### config.mk
export PLATFORM = sky130hd
export DESIGN_NAME = sat_add_arb
export DESIGN_NICKNAME = d
export VERILOG_FILES = /design/src/rtl/sat_pkg.sv /design/src/rtl/sat_add.sv /design/src/rtl/sat_add_arb.sv
export SDC_FILE = /design/constraint.sdc
export NUM_CORES = 1
export LEC_CHECK = 0
export CELL_PAD_IN_SITES_DETAIL_PLACEMENT = 1
export CELL_PAD_IN_SITES_GLOBAL_PLACEMENT = 1
export CORE_MARGIN = 2
export CORE_UTILIZATION = 35
export DETAILED_ROUTE_END_ITERATION = 16
export HOLD_SLACK_MARGIN = 0.03
export PLACE_DENSITY_LB_ADDON = 0.25
export SYNTH_ARGS = -nofsm -noshare
export SYNTH_HDL_FRONTEND = slang
export SYNTH_SLANG_ARGS = --single-unit
export TNS_END_PERCENT = 10
### constraint.sdc
create_clock -name clk -period 3.9 [get_ports clk]
set_clock_uncertainty 0.1 [all_clocks]
set_input_delay 0.78 -clock clk [delete_from_list [all_inputs] [get_ports clk]]
set_output_delay 0.78 -clock clk [all_outputs]
set_load 0.02 [all_outputs]
### src/rtl/sat_pkg.sv
// Shared defaults and helpers for the shared saturating-adder arbiter.
package sat_pkg;
  localparam int N_DEF    = 8;
  localparam int NREQ_DEF = 4;

  // Largest positive two's-complement value of width n: {0,1...1}
  function automatic logic [31:0] sat_max(input int n);
    return (32'h1 << (n - 1)) - 32'h1;
  endfunction

  // Most negative two's-complement value of width n: {1,0...0}
  function automatic logic [31:0] sat_min(input int n);
    return 32'h1 << (n - 1);
  endfunction

  function automatic int id_width(input int nreq);
    return (nreq <= 1) ? 1 : $clog2(nreq);
  endfunction
endpackage

### src/rtl/sat_add.sv
// Combinational signed adder that clamps to the representable range on overflow.
module sat_add
  import sat_pkg::*;
#(
  parameter int N = N_DEF
) (
  input  logic signed [N-1:0] a,
  input  logic signed [N-1:0] b,
  output logic signed [N-1:0] sum,
  output logic                sat
);
  logic [N:0] w_raw;
  logic       w_ovf;

  assign w_raw = {a[N-1], a} + {b[N-1], b};
  // Sign-extended sum disagrees in its top two bits only when the operands overflowed.
  assign w_ovf = w_raw[N] != w_raw[N-1];
  assign sat   = w_ovf;

  always_comb begin
    sum = w_raw[N-1:0];
    if (w_ovf) sum = w_raw[N] ? N'(sat_min(N)) : N'(sat_max(N));
  end
endmodule

### src/rtl/sat_add_arb.sv
// Round-robin arbiter feeding one shared saturating adder; two-stage pipeline.
module sat_add_arb
  import sat_pkg::*;
#(
  parameter int  N    = N_DEF,
  parameter int  NREQ = NREQ_DEF,
  localparam int IDW  = id_width(NREQ)
) (
  input  logic                   clk,
  input  logic                   rst_n,
  input  logic [NREQ-1:0]        req,
  input  logic [NREQ*N-1:0]      in1_flat,
  input  logic [NREQ*N-1:0]      in2_flat,
  output logic [NREQ-1:0]        gnt,
  output logic signed [N-1:0]    out,
  output logic                   out_valid,
  output logic [IDW-1:0]         out_id,
  output logic                   out_sat
);
  logic [IDW-1:0]      r_ptr;
  logic [IDW-1:0]      w_win;
  logic [IDW-1:0]      w_ptr_nxt;
  logic                w_any;
  logic                r_s1_valid;
  logic signed [N-1:0] r_s1_a;
  logic signed [N-1:0] r_s1_b;
  logic [IDW-1:0]      r_s1_id;
  logic signed [N-1:0] w_sum;
  logic                w_sat;
  logic signed [N-1:0] r_out;
  logic                r_out_valid;
  logic [IDW-1:0]      r_out_id;
  logic                r_out_sat;

  // ptr is always < NREQ, so one conditional subtract is enough to wrap.
  function automatic int wrap(input int v);
    return (v >= NREQ) ? v - NREQ : v;
  endfunction

  always_comb begin
    gnt   = '0;
    w_win = '0;
    w_any = 1'b0;
    for (int k = 0; k < NREQ; k++) begin
      if (!w_any && req[wrap(int'(r_ptr) + k)]) begin
        w_any = 1'b1;
        w_win = IDW'(wrap(int'(r_ptr) + k));
      end
    end
    if (w_any) gnt[w_win] = 1'b1;
  end

  assign w_ptr_nxt = (w_win == IDW'(NREQ - 1)) ? '0 : w_win + 1'b1;

  always_ff @(posedge clk or negedge rst_n) begin
    if (!rst_n) begin
      r_ptr      <= '0;
      r_s1_valid <= 1'b0;
      r_s1_a     <= '0;
      r_s1_b     <= '0;
      r_s1_id    <= '0;
    end else begin
      r_s1_valid <= w_any;
      if (w_any) begin
        r_ptr   <= w_ptr_nxt;
        r_s1_a  <= in1_flat[int'(w_win)*N +: N];
        r_s1_b  <= in2_flat[int'(w_win)*N +: N];
        r_s1_id <= w_win;
      end
    end
  end

  sat_add #(.N(N)) u_sat_add (
    .a   (r_s1_a),
    .b   (r_s1_b),
    .sum (w_sum),
    .sat (w_sat)
  );

  always_ff @(posedge clk or negedge rst_n) begin
    if (!rst_n) begin
      r_out       <= '0;
      r_out_valid <= 1'b0;
      r_out_id    <= '0;
      r_out_sat   <= 1'b0;
    end else begin
      r_out_valid <= r_s1_valid;
      if (r_s1_valid) begin
        r_out     <= w_sum;
        r_out_id  <= r_s1_id;
        r_out_sat <= w_sat;
      end
    end
  end

  assign out       = r_out;
  assign out_valid = r_out_valid;
  assign out_id    = r_out_id;
  assign out_sat   = r_out_sat;
endmodule

After elaboration in Yosys (flattened, before gate mapping)
Index checks and enable logic that the tools add are counted.
- register bits: 33
- word-level logic and storage cells: 69
- output and inout bits: 16
- shift operators: 2
- reductions and logical operators: 7
- add/subtract/negate cells: 9
- equal/unequal tests: 2
- multiplexer cells: 30
- order comparisons: 10
- operators with widths (kind ; count):
    less-than comparator 32 x 4 -> 1 bit, second input constant ; 4
    two-way mux 32 bit ; 4
    indexed part select 32 x 6 -> 8 bit ; 2
    two-way mux 8 bit ; 2
    two-way mux 1 bit ; 13
    subtractor 3 x 3 -> 4 bit, second input constant ; 3
    two-way mux 2 bit ; 5
    adder 8 x 8 -> 9 bit ; 1
    >= comparator 3 bit, second input constant ; 3
    binary-select mux 1 bit (select 2 bit) ; 4
    adder 2 x 2 -> 3 bit, second input constant ; 2
    logical AND 1 bit ; 4
    two-way mux 4 bit ; 1
    subtractor 2 x 3 -> 4 bit, second input constant ; 1
    adder 2 x 1 -> 3 bit, second input constant ; 1
    >= comparator 2 x 3 -> 1 bit, second input constant ; 1
    logical NOT 1 bit ; 3
    less-than comparator 2 x 3 -> 1 bit, second input constant ; 1
    adder 2 x 1 -> 2 bit, second input constant ; 1
    demux 1 bit (select 2 bit) ; 1
    == test 2 bit, second input constant ; 1
    >= comparator 2 x 1 -> 1 bit, second input constant ; 1
    != test 1 bit ; 1

Logic depth before layout (Yosys ltp)
Gate-level depths: netlist (run 1).
- depth in word-level cells: 20
- mapped depth: 9
- gate-level depth less buffers: 7

Hierarchy
A second synthesis (run 1) with hierarchy kept.
- cells, all modules: 243
- area total of the unflattened synthesis: 2474.9 um^2
- modules (own cells, without submodules) (module ; cells an instance ; times used ; area each (um^2)):
    sat_add_arb ; 187 ; 1 ; 2042.0
    sat_add ; 56 ; 1 ; 432.9

Worst setup path before layout (run 1)
No wires, ideal clock.
- path type: in2out
- from: in req[2]
- to: out gnt[0]
- stages: 8
- setup slack: 0.704 ns
- arrival time: 2.316 ns
- data required time: 3.020 ns
- path through: nor2b_1 o21a_2 nor3_4 inv_2 buf_6 buf_2 ha_1 and2_1
- cells in the longest elaborated chain, start to end: 18
- elaborated cells on any way between the ends: 32
- classes of those cells: order compare: 2; mux: 23; reduce/logical: 7
- RTL lines (item ; RTL line ; RTL):
    from (decl) ; sat_add_arb.sv:11 ; input logic [NREQ-1:0] req,
    binary-select mux 1 bit (select 2 bit) ; sat_add_arb.sv:45 ; if (!w_any && req[wrap(int'(r_ptr) + k)]) begin
    two-way mux 1 bit (not written as such) (2 in a row) ; sat_add_arb.sv:45 ;
    two-way mux 1 bit ; sat_add_arb.sv:45 ;
    logical NOT 1 bit ; sat_add_arb.sv:45 ;
    logical AND 1 bit ; sat_add_arb.sv:45 ;
    two-way mux 1 bit ; sat_add_arb.sv:45 ;
    logical NOT 1 bit ; sat_add_arb.sv:45 ;
    logical AND 1 bit ; sat_add_arb.sv:45 ;
    [... 2 more ...] ; -- ;
    logical AND 1 bit ; sat_add_arb.sv:45 ;
    two-way mux 2 bit * ; sat_add_arb.sv:45 ;
    named net w_win[0] ; sat_add_arb.sv:21 ; logic [IDW-1:0] w_win;
    less-than comparator 2 x 3 -> 1 bit (not written as such) / >= comparator 2 x 1 -> 1 bit (equally long branches) ; sat_add_arb.sv:50 ; if (w_any) gnt[w_win] = 1'b1;
    logical AND 1 bit (not written as such) ; sat_add_arb.sv:50 ;
    two-way mux 1 bit (not written as such) ; sat_add_arb.sv:50 ;
    demux 1 bit (select 2 bit) * ; sat_add_arb.sv:50 ;
    two-way mux 4 bit * ; sat_add_arb.sv:50 ;
    to (decl) ; sat_add_arb.sv:14 ; output logic [NREQ-1:0] gnt,
Mark *: on every way through the listed nets, which the timed path passes. The rest lies on a longest branch. The select of a mux whose other input is x is not followed.

Final worst setup path (run 1)
- from: in req[2]
- to: out gnt[3]
The elaborated chain is that of the path after synthesis.

==> results.sh, run 1 <==
export IMPL_worstHoldPathCells=2
export IMPL_drv_cap=0
export IMPL_insertion_delay_ns=0.30
export IMPL_nFillCells=712
export IMPL_arrival_ns=2.91
export IMPL_min_delay_start="r_s1_id[0]$_DFFE_PN0P_"
export IMPL_core_rowCount=29
export IMPL_antenna_found_initial=0
export IMPL_ios=86
export IMPL_grt_usage_pct=21.9
export IMPL_synth_xor_area_share_pct=1.91
export IMPL_area_delta_synth_final_pct=48.1
export IMPL_grt_max_degree=34
export IMPL_p_leak_nw=1.45
export IMPL_rrSetupSlack_ns=1.25
export IMPL_ys_async_sr_fraction_pct=100
export IMPL_ys_types=46
export IMPL_ys_ff_latch=33
export IMPL_die_w_um=84.9
export IMPL_place_ws_ns=-0.00766
export IMPL_synth_edf_count=0
export IMPL_setup_ws_ns=0.108
export IMPL_hold_buffers=0
export IMPL_drtPass1Iterations=4
export IMPL_tightestPinTransition_ns=0.820
export IMPL_slew_headroom_pct=44.6
export IMPL_min_to="r_s1_id[0]$_DFFE_PN0P_"
export IMPL_htreeDepth=2
export IMPL_hold_class="reg -> reg"
export IMPL_slew_violations=0
export IMPL_setup_viol=0
export IMPL_timing_final_crit_share_pct=97.2
export IMPL_clock_sinks=33
export IMPL_busiest_layer="met2"
export IMPL_powerDensity_nw_per_um2=812
export IMPL_tritoncts="done"
export IMPL_root_buffer="clkbuf_8"
export IMPL_viasPerCell=5.50
export IMPL_path_class="in -> out"
export IMPL_worstReg2RegStart="r_s1_a[4]$_DFFE_PN0P_"
export IMPL_cp_end_kind="output pin"
export IMPL_r2r_end="out[3]$_DFFE_PN0P_"
export IMPL_design_die_area_um2=7200
export IMPL_nets=411
export IMPL_path_clk_slew_ns=0.07
export IMPL_ir_worst_vdd_uv=574
export IMPL_drc=0
export IMPL_synth_top_family_by_area="compound AO/OA/AOI/OAI gates"
export IMPL_met1_usage_pct=27.0
export IMPL_stdcell_count=406
export IMPL_gp_congestion=0.830
export IMPL_port_buffers=85
export IMPL_min_period_ns=3.79
export IMPL_antenna_cells=0
export IMPL_cts_made_buffers=5
export IMPL_netlist_area_um2=2290
export IMPL_dpl_hpwl_um=5560
export IMPL_grt_pass1_vias=2480
export IMPL_drive_gt1_share_pct=12.2
export IMPL_start_kind="input port"
export IMPL_grt_overflow=0
export IMPL_grt_pass1_wl_um=12500
export IMPL_fp_dieH_um=84.9
export IMPL_use_met3_pct=4.57
export IMPL_synth_ff_type="dfrtp_1"
export IMPL_yosysWarnings=0
export IMPL_syn_num_nets=318
export IMPL_hold_viol_final=0
export IMPL_wl_per_cell_um=17.6
export IMPL_reg2reg_depth=6
export IMPL_drt_total_wl_um=7130
export IMPL_syn_inst=235
export IMPL_worstPathRequired_ns=3.02
export IMPL_finish_utilization_pct=53.4
export IMPL_place_inst=396
export IMPL_start_util_pct=36.1
export IMPL_avgSynthCellArea_um2=9.74
export IMPL_num_vias=2234
export IMPL_drtIter0Drc=61
export IMPL_design_core_area_um2=6350
export IMPL_met2_usage_pct=37.2
export IMPL_yosys_area_share_simple_pct=13.4
export IMPL_muxShareOfSynthArea_pct=10.8
export IMPL_rsz0062_at_grt="false"
export IMPL_antenna_left=0
export IMPL_outcome="complete, no violations"
export IMPL_synth_compound_area_share_pct=27.3
export IMPL_finalPower_mw=2.75
export IMPL_whs_ns=0.388
export IMPL_ys_seq_area_share_pct=36.1
export IMPL_yosys_area_share_adder_pct=7.43
export IMPL_max_freq_mhz=264
export IMPL_cts_path_max_buffers=2
export IMPL_critical_path_max_fanout=5
[metrics by stage]
step                      instance area, µm²  TNS (ns)
after floorplan                         2290         0
after global placement                  3260         0
after detailed placement                3260  -0.00766
after CTS                               3370         0
after global routing                    3390         0
final                                   3390         0
[state kept, by name (all words and copies together) (netlist names), 2 cells and up]
| signal | cells |
|---|---|
| r_ptr | 2 |
| r_s1_b | 8 |
| out | 8 |
| out_id | 2 |
| r_s1_a | 8 |
| r_s1_id | 2 |
[how the worst max path moves through the flow]
stage,start,to,slack [ns],cells after the start
2_1_floorplan,req[2],gnt[0],0.70,8
6_report,req[2],gnt[3],0.11,7
3_5_place_dp,req[2],gnt[0],-0.008,8
5_1_grt,req[2],gnt[3],0.03,7
4_1_cts,req[0],gnt[0],0.03,8
3_3_place_gp,req[2],gnt[0],0.09,8
[synthesized netlist by cell type (7+ instances only)]
cell type,n,area [µm²]
a211oi_1,12,90.1
a21boi_0,8,60.1
a21oi_1,11,55.1
clkbuf_1,7,26.3
dfrtp_1,33,826
ha_1,12,150
mux2_2,9,101
mux2i_1,13,130
nand2_1,21,78.8
nor2_1,14,52.6
o21ai_0,7,35.0
o31ai_1,10,75.1
[cells in the final DEF (no fill, tap or decap), types with 2 or more instances in the layout]
cell type / netlist / routed
o221ai_1: 6 / 6
o31ai_1: 10 / 10
a221o_1: 6 / 6
xnor2_1: 3 / 3
inv_1: 3 / 3
o32a_1: 2 / 2
a2111oi_0: 2 / 2
clkdlybuf4s50_1: 0 / 82
and3_1: 4 / 4
nor2_1: 14 / 14
mux2_2: 9 / 9
mux2i_1: 13 / 13
o211ai_1: 2 / 2
nor2b_2: 0 / 3
or2_2: 2 / 2
o22ai_1: 2 / 2
o21bai_1: 3 / 3
and2_1: 5 / 5
ha_1: 12 / 12
buf_4: 0 / 12
clkbuf_8: 0 / 7
o21ai_0: 7 / 7
xor2_1: 2 / 2
a21o_1: 2 / 2
dlymetal6s2s_1: 0 / 3
or3_1: 2 / 2
nand2_1: 21 / 21
o21a_1: 3 / 3
a211oi_1: 12 / 12
a21oi_1: 11 / 11
dfrtp_1: 33 / 33
a21boi_0: 8 / 8
nand4_1: 6 / 6
nor3_1: 3 / 2
[layout make-up]
| class | instances | area [µm²] | area share (%) |
|---|---|---|---|
| inverters | 4 | 15.0 | 0.443 |
| clock inverters | 1 | 5.00 | 0.148 |
| well taps | 77 | 96.3 | 2.84 |
| flip-flops and latches | 33 | 826 | 24.4 |
| multi-input cells | 187 | 1400 | 41.4 |
| clock buffers | 7 | 96.3 | 2.84 |
| repair buffers | 97 | 948 | 28.0 |
[cell families after synthesis]
group,Yosys count
xor gates and xnor gates,5
and+or+nand+nor,62
buffers and inverters,15
adders and majority gates,13
muxes,23
DFF,33
AOI/OAI and AO/OA,84
[critical path, cell delays in order]
cell	delay (ns)
clkdlybuf4s50_1	0.48
nor2b_2	0.21
o21a_2	0.24
nor3_4	0.29
ha_1	0.20
and2_1	0.11
clkdlybuf4s50_1	0.60
[repair_timing]
| action | in CTS | in global routing |
|---|---|---|
| gates resized for setup | 0 | 6 |
| pin swaps | 1 | 1 |
| setup endpoints to repair | 2 | 4 |
| setup buffers | 1 | 1 |
[layer usage]
layer | vias up | share of wire [%] | wire length, µm
li1 | 1091 | - | -
met1 | 1082 | 43 | 3070
met2 | 50 | 50 | 3600
met3 | 11 | 4.3 | 304
met4 | 0 | 2.2 | 159
met5 | - | 0 | 0
[power breakdown]
| group | internal [mW] | leakage [nW] | switching [mW] |
|---|---|---|---|
| sequential | 0.520 | 0.385 | 0.115 |
| clock | 0.160 | 0.0542 | 0.144 |
| combinational | 0.864 | 1.01 | 0.952 |
Power figures use the tool's default switching activity.
==> inputs of run 2 (changes only) <==
--- a/config.mk
+++ b/config.mk
@@ -8,7 +8,8 @@
 export CELL_PAD_IN_SITES_DETAIL_PLACEMENT = 1
 export CELL_PAD_IN_SITES_GLOBAL_PLACEMENT = 1
 export CORE_MARGIN = 2
-export CORE_UTILIZATION = 35
+export CORE_UTILIZATION = 36
+export CTS_BUF_LIST = sky130_fd_sc_hd__clkbuf_2 sky130_fd_sc_hd__clkbuf_4 sky130_fd_sc_hd__clkbuf_8
 export DETAILED_ROUTE_END_ITERATION = 16
 export HOLD_SLACK_MARGIN = 0.03
 export PLACE_DENSITY_LB_ADDON = 0.25
==> results.sh, run 2 (synthesis gave the netlist of run 1 again) <==
export IMPL_min_period_ns=3.58
export IMPL_hold_class="reg -> reg"
export IMPL_grt_max_degree=34
export IMPL_cts_made_buffers=5
export IMPL_antenna_left=0
export IMPL_min_delay_start="r_s1_id[0]$_DFFE_PN0P_"
export IMPL_path_clk_slew_ns=0.07
export IMPL_grt_usage_pct=21.1
export IMPL_core_rowCount=29
export IMPL_nets=413
export IMPL_fp_dieH_um=83.8
export IMPL_htreeDepth=2
export IMPL_drive_gt1_share_pct=11.8
export IMPL_cp_end_kind="output pin"
export IMPL_antenna_cells=0
export IMPL_arrival_ns=2.70
export IMPL_setup_viol=0
export IMPL_ios=86
export IMPL_grt_overflow=0
export IMPL_rsz0062_at_grt="false"
export IMPL_area_delta_synth_final_pct=49.3
export IMPL_path_class="in -> out"
export IMPL_insertion_delay_ns=0.29
export IMPL_swShare_pct=43.1
export IMPL_start_util_pct=36.7
export IMPL_tightestPinTransition_ns=0.836
export IMPL_timing_final_crit_share_pct=91.9
export IMPL_slew_violations=0
export IMPL_num_vias=2271
export IMPL_die_w_um=83.8
export IMPL_fin_setup_tns_ns=0
export IMPL_clock_sinks=33
export IMPL_antenna_found_initial=0
export IMPL_drc=0
export IMPL_nFillCells=734
export IMPL_dpl_hpwl_um=5760
export IMPL_drv_cap=0
export IMPL_drtPass1Iterations=4
export IMPL_design_die_area_um2=7010
export IMPL_drtIter0Drc=68
export IMPL_stdcell_count=408
export IMPL_root_buffer="clkbuf_8"
export IMPL_slowest_stage="clkdlybuf4s50_1"
export IMPL_place_inst=398
export IMPL_design_core_area_um2=6240
export IMPL_powerDensity_nw_per_um2=826
export IMPL_p_leak_nw=1.48
export IMPL_p_sw_mw=1.22
export IMPL_gp_congestion=0.760
export IMPL_wl_per_cell_um=17.7
export IMPL_outcome="complete, no violations"
export IMPL_worstPathRequired_ns=3.02
export IMPL_ir_worst_vdd_uv=519
export IMPL_final_common_cell="clkdlybuf4s50_1"
export IMPL_p_clk_share_pct=12.1
export IMPL_viasPerCell=5.57
export IMPL_finish_utilization_pct=54.8
export IMPL_path_cells="clkdlybuf4s50_1, nor2b_1, o21ba_1, nor3_4, inv_2, ha_1, and2_1, dlymetal6s2s_1"
export IMPL_worstReg2RegStart="r_s1_a[0]$_DFFE_PN0P_"
export IMPL_port_buffers=85
export IMPL_pwr_share_seq_pct=22.5
export IMPL_start_kind="input port"
export IMPL_max_freq_mhz=279
export IMPL_drt_total_wl_um=7220
export IMPL_slew_headroom_pct=43.5
export IMPL_tritoncts="done"
export IMPL_comb_power_share_pct=65.5
export IMPL_whs_ns=0.397
export IMPL_hold_viol_final=0
export IMPL_final_cell_mix="81 x clkdlybuf4s50_1, 33 x dfrtp_1, 21 x nand2_1"
export IMPL_grt_pass1_wl_um=11900
export IMPL_critPathLaunch="req[0]"
export IMPL_intPower_mw=1.61
export IMPL_critical_path_max_fanout=8
export IMPL_grt_pass1_vias=2431
export IMPL_slowest_delay_ns=0.46
export IMPL_cts_path_max_buffers=2
run 2: path summary, 6_finish.rpt:
check / to / slack [ns] / cells after the start
max: gnt[0] / 0.32 / 8
min: r_s1_id[0]$_DFFE_PN0P_ / 0.40 / 2
max reg2reg: out[4]$_DFFE_PN0P_ / 1.30 / 7
min reg2reg: r_s1_id[0]$_DFFE_PN0P_ / 0.40 / 2
max in group asynchronous: out[3]$_DFFE_PN0P_ / 2.58 / 2
min in group asynchronous: r_s1_a[4]$_DFFE_PN0P_ / 0.80 / 2
run 2: routing by layer:
layer	part of all wire, %	global-route usage, %
met1	42	26.1
met2	51	37.1
met3	5.4	5.34
met4	1.3	4.40
met5	0	0
run 2: power groups by stage:
stage          sequential [mW]  combinational (mW)  clock (mW)
3_5_place_dp             0.641                1.82           0
4_1_cts                  0.635                1.85       0.350
3_3_place_gp             0.635                1.77           0
5_1_grt                  0.657                2.04       0.367
2_1_floorplan            0.678                1.21           0
6_report                 0.635                1.85       0.341
run 2: layout make-up:
type,count,area (µm²),share of cell area [%]
well taps,77,96.3,2.82
clock inverters,1,30.0,0.878
flip-flops and latches,33,826,24.1
repair buffers,99,966,28.2
inverters,4,15.0,0.439
clock buffers,7,90.1,2.63
multi-input cells,187,1400,40.8
run 2: critical path: cells and delay by family:
family | cells | cell delay (ns)
buf+inv | 3 | 0.77
simple gates | 3 | 0.70
compound gates | 1 | 0.24
fa+ha+maj | 1 | 0.21
run 2: per-stage QoR:
stage                     power, mW  worst slack, ns  area (µm²)
final                          2.83            0.317        3420
after global routing           3.06            0.202        3420
after CTS                      2.84           0.0174        3390
after detailed placement       2.46           0.0235        3270
after global placement         2.40           0.0760        3270
after floorplan                1.89            0.704        2290
run 2: what timing repair did:
| item | 4_1_cts | 5_1_grt |
|---|---|---|
| buffers inserted | 0 | 2 |
| hold buffers | 0 | 0 |
| resized for setup | 0 | 4 |
| setup endpoints to repair | 0 | 4 |
==> variant, RTL diff (config.mk and constraints of run 1) <==
Set the package constant `NREQ_DEF` to 6 (it was 4).
--- a/src/rtl/sat_pkg.sv
+++ b/src/rtl/sat_pkg.sv
@@ -1,7 +1,7 @@
 // Shared defaults and helpers for the shared saturating-adder arbiter.
 package sat_pkg;
   localparam int N_DEF    = 8;
-  localparam int NREQ_DEF = 4;
+  localparam int NREQ_DEF = 6;
 
   // Largest positive two's-complement value of width n: {0,1...1}
   function automatic logic [31:0] sat_max(input int n);
Interface: changed (5 resized); port bits go from 86 to 123. The function was not compared with the original's and may differ.
==> variant against run 1 <==
Sequential cell count rose by 3. Area after synthesis rose by 66%. Maximum frequency fell by 15%. Largest cell class unchanged. Setup slack got worse by 0.68 ns. The flow now finishes with violations (setup timing). Hold slack improved by 0.0073 ns. Design area rose by 82%. Routed wire length rose by 130%. Critical path type is now flip-flop to output port. Highest routed layer unchanged. Via count rose by 110%. Global-route usage rose by 5.0 points.
Power is left out: the tool's default activity adds up to more than one toggle a clock period on the data nets, which glitch-free logic cannot reach.
==> variant: results (changes against run 1) <==
Layout
  – Layout Cells excl Fill: 781 (was 406)
  – Final-layout fill cell count: 1240 (was 712)
  – Nets@finish: 766 (was 411)
  – Diode count: 0 (unchanged)
  – Share of cells above drive strength 1: 29.6% (was 12.2%)
  – Fin area: 0.00617 mm2 (was 0.00339 mm2)

Global routing
  – Total GRT Usage: 26.9% (was 21.9%)
  – First-pass GRT wire length: 24500 um (was 12500 um)
  – Number of global-route vias before repair: 4613 (was 2480)
  – Largest net degree at the start of global routing: 49 (was 34)

Placement
  – Port bufs: 122 (was 85)
  – Placed cell areas: 0.00568 mm2 (was 0.00326 mm2)
  – Final Wtd Congestion: 0.876 (was 0.830)
  – Post-place setup slack: -1.03 ns (was -0.00766 ns)
  – # placed instances: 756 (was 396)
  – Post-detail-place hpwl: 11400 um (was 5560 um)

Run status
  – Status: finished with violations (was finished, final reports clean)
  – Failing checks: setup timing

Synth
  – Post-synth cell types: 72 (was 46)
  – Mapped Cells: 459 (was 235)
  – Syn_nets: 585 (was 318)
  – Post-synthesis sequential area ratio: 23.7% (was 36.1%)
  – Main area contributors after synthesis: dfrtp_1 (24%), nand3_1 (7.6%), o21ai_0 (7.0%) (was dfrtp_1 (36%), ha_1 (6.6%), mux2i_1 (5.7%))
  – Commonest cells in the netlist: nand3_1 (58), o21ai_0 (53), dfrtp_1 (36) (was dfrtp_1 (33), nand2_1 (21), nor2_1 (14))
  – Ys Warns: 0 (unchanged)
  – Ys async rst share: 100% (unchanged)

Timing
  – WHS: 0.395 ns (was 0.388 ns)
  – # setup viols final: 6 (was 0)
  – Measured slew at the worst slew-check pin: 0.846 ns (was 0.820 ns)
  – Fin worst setup slack: -0.571 ns (was 0.108 ns)

Clocking
  – PostCTS Resize Cnt: 64 (was 0)
  – Root buffer cell: clkbuf_8 (unchanged)
  – Setup bufs post-CTS: 9 (was 1)
  – CTS clk-pin slew, worst paths: 0.08 ns
  – Clock Path Buffers: 2 (unchanged)
  – CTS buffer count: 5 (unchanged)

Drt
  – Detailed Routing Iterations Pass 1: 5 (was 4)
  – Iter 0 DRT Violations: 312 (was 61)
  – Final Routed Wirelength: 16500 um (was 7130 um)
  – Drt via density: 5.95 (was 5.50)

Critical path
  – Flop2flop setup slack: 0.01 ns (was 1.25 ns)
  – Crit path DAT: 3.59 ns (was 2.91 ns)
  – CP Max Fanout: 6 (was 5)
## variant: per-layer routing
metal	routed length (um)	track usage (%)	vias up
li1	-	-	2121
met1	7030	35.4	2325
met2	8320	45.1	170
met3	789	4.22	32
met4	365	8.33	0
met5	0	0	-
## variant: cell families after synthesis
group	share of synthesized area, %
AO/OA/AOI/OAI	28.8
XOR/XNOR	2.50
adder cells (fa/ha/maj)	7.44
buffers and inverters	7.74
flip-flops	23.7
multiplexers	5.92
AND/OR/NAND/NOR	23.9
## variant: area by class of cell
class / instances / share of cell area (%)
clock buffer: 5 / 1.12
clock inverter: 3 / 0.304
inverter: 18 / 1.26
multi-input combinational: 365 / 48.0
sequential: 36 / 14.7
tap: 140 / 2.84
timing repair buffer: 214 / 31.8
## variant: worst max-delay path, stage by stage (launching register included)
cell and delay, ns:
dfrtp_2 0.41, buf_4 0.22, inv_1 0.09, buf_4 0.13
ha_1 0.36, mux2_2 0.34, mux2i_1 0.13, a21oi_1 0.19
nor2b_2 0.25, nand4b_1 0.24, nand2b_4 0.22, a22oi_2 0.25
nand2_4 0.11, buf_4 0.14, nor2_2 0.08, buf_6 0.12
## variant: worst paths after layout
kind	cells past startpoint	to	start
max reg2reg	15	r_s1_a[2]	r_ptr[1]
min in group asynchronous	1	out_id[0]	rst_n
min reg2reg	2	r_s1_id[1]	r_s1_id[1]
max	15	gnt[1]	r_ptr[2]
min	2	r_s1_id[1]	r_s1_id[1]
max in group asynchronous	1	r_ptr[0]	rst_n
## variant: through the flow
| stage | setup TNS (ns) | utilization (%) |
|---|---|---|
| after CTS | -2.86 | 55.9 |
| after global placement | -5.63 | 53.1 |
| after floorplan | -1.61 | - |
| after global routing | -4.77 | 57.6 |
| final | -3.08 | 57.6 |
| after detailed placement | -7.77 | 53.1 |
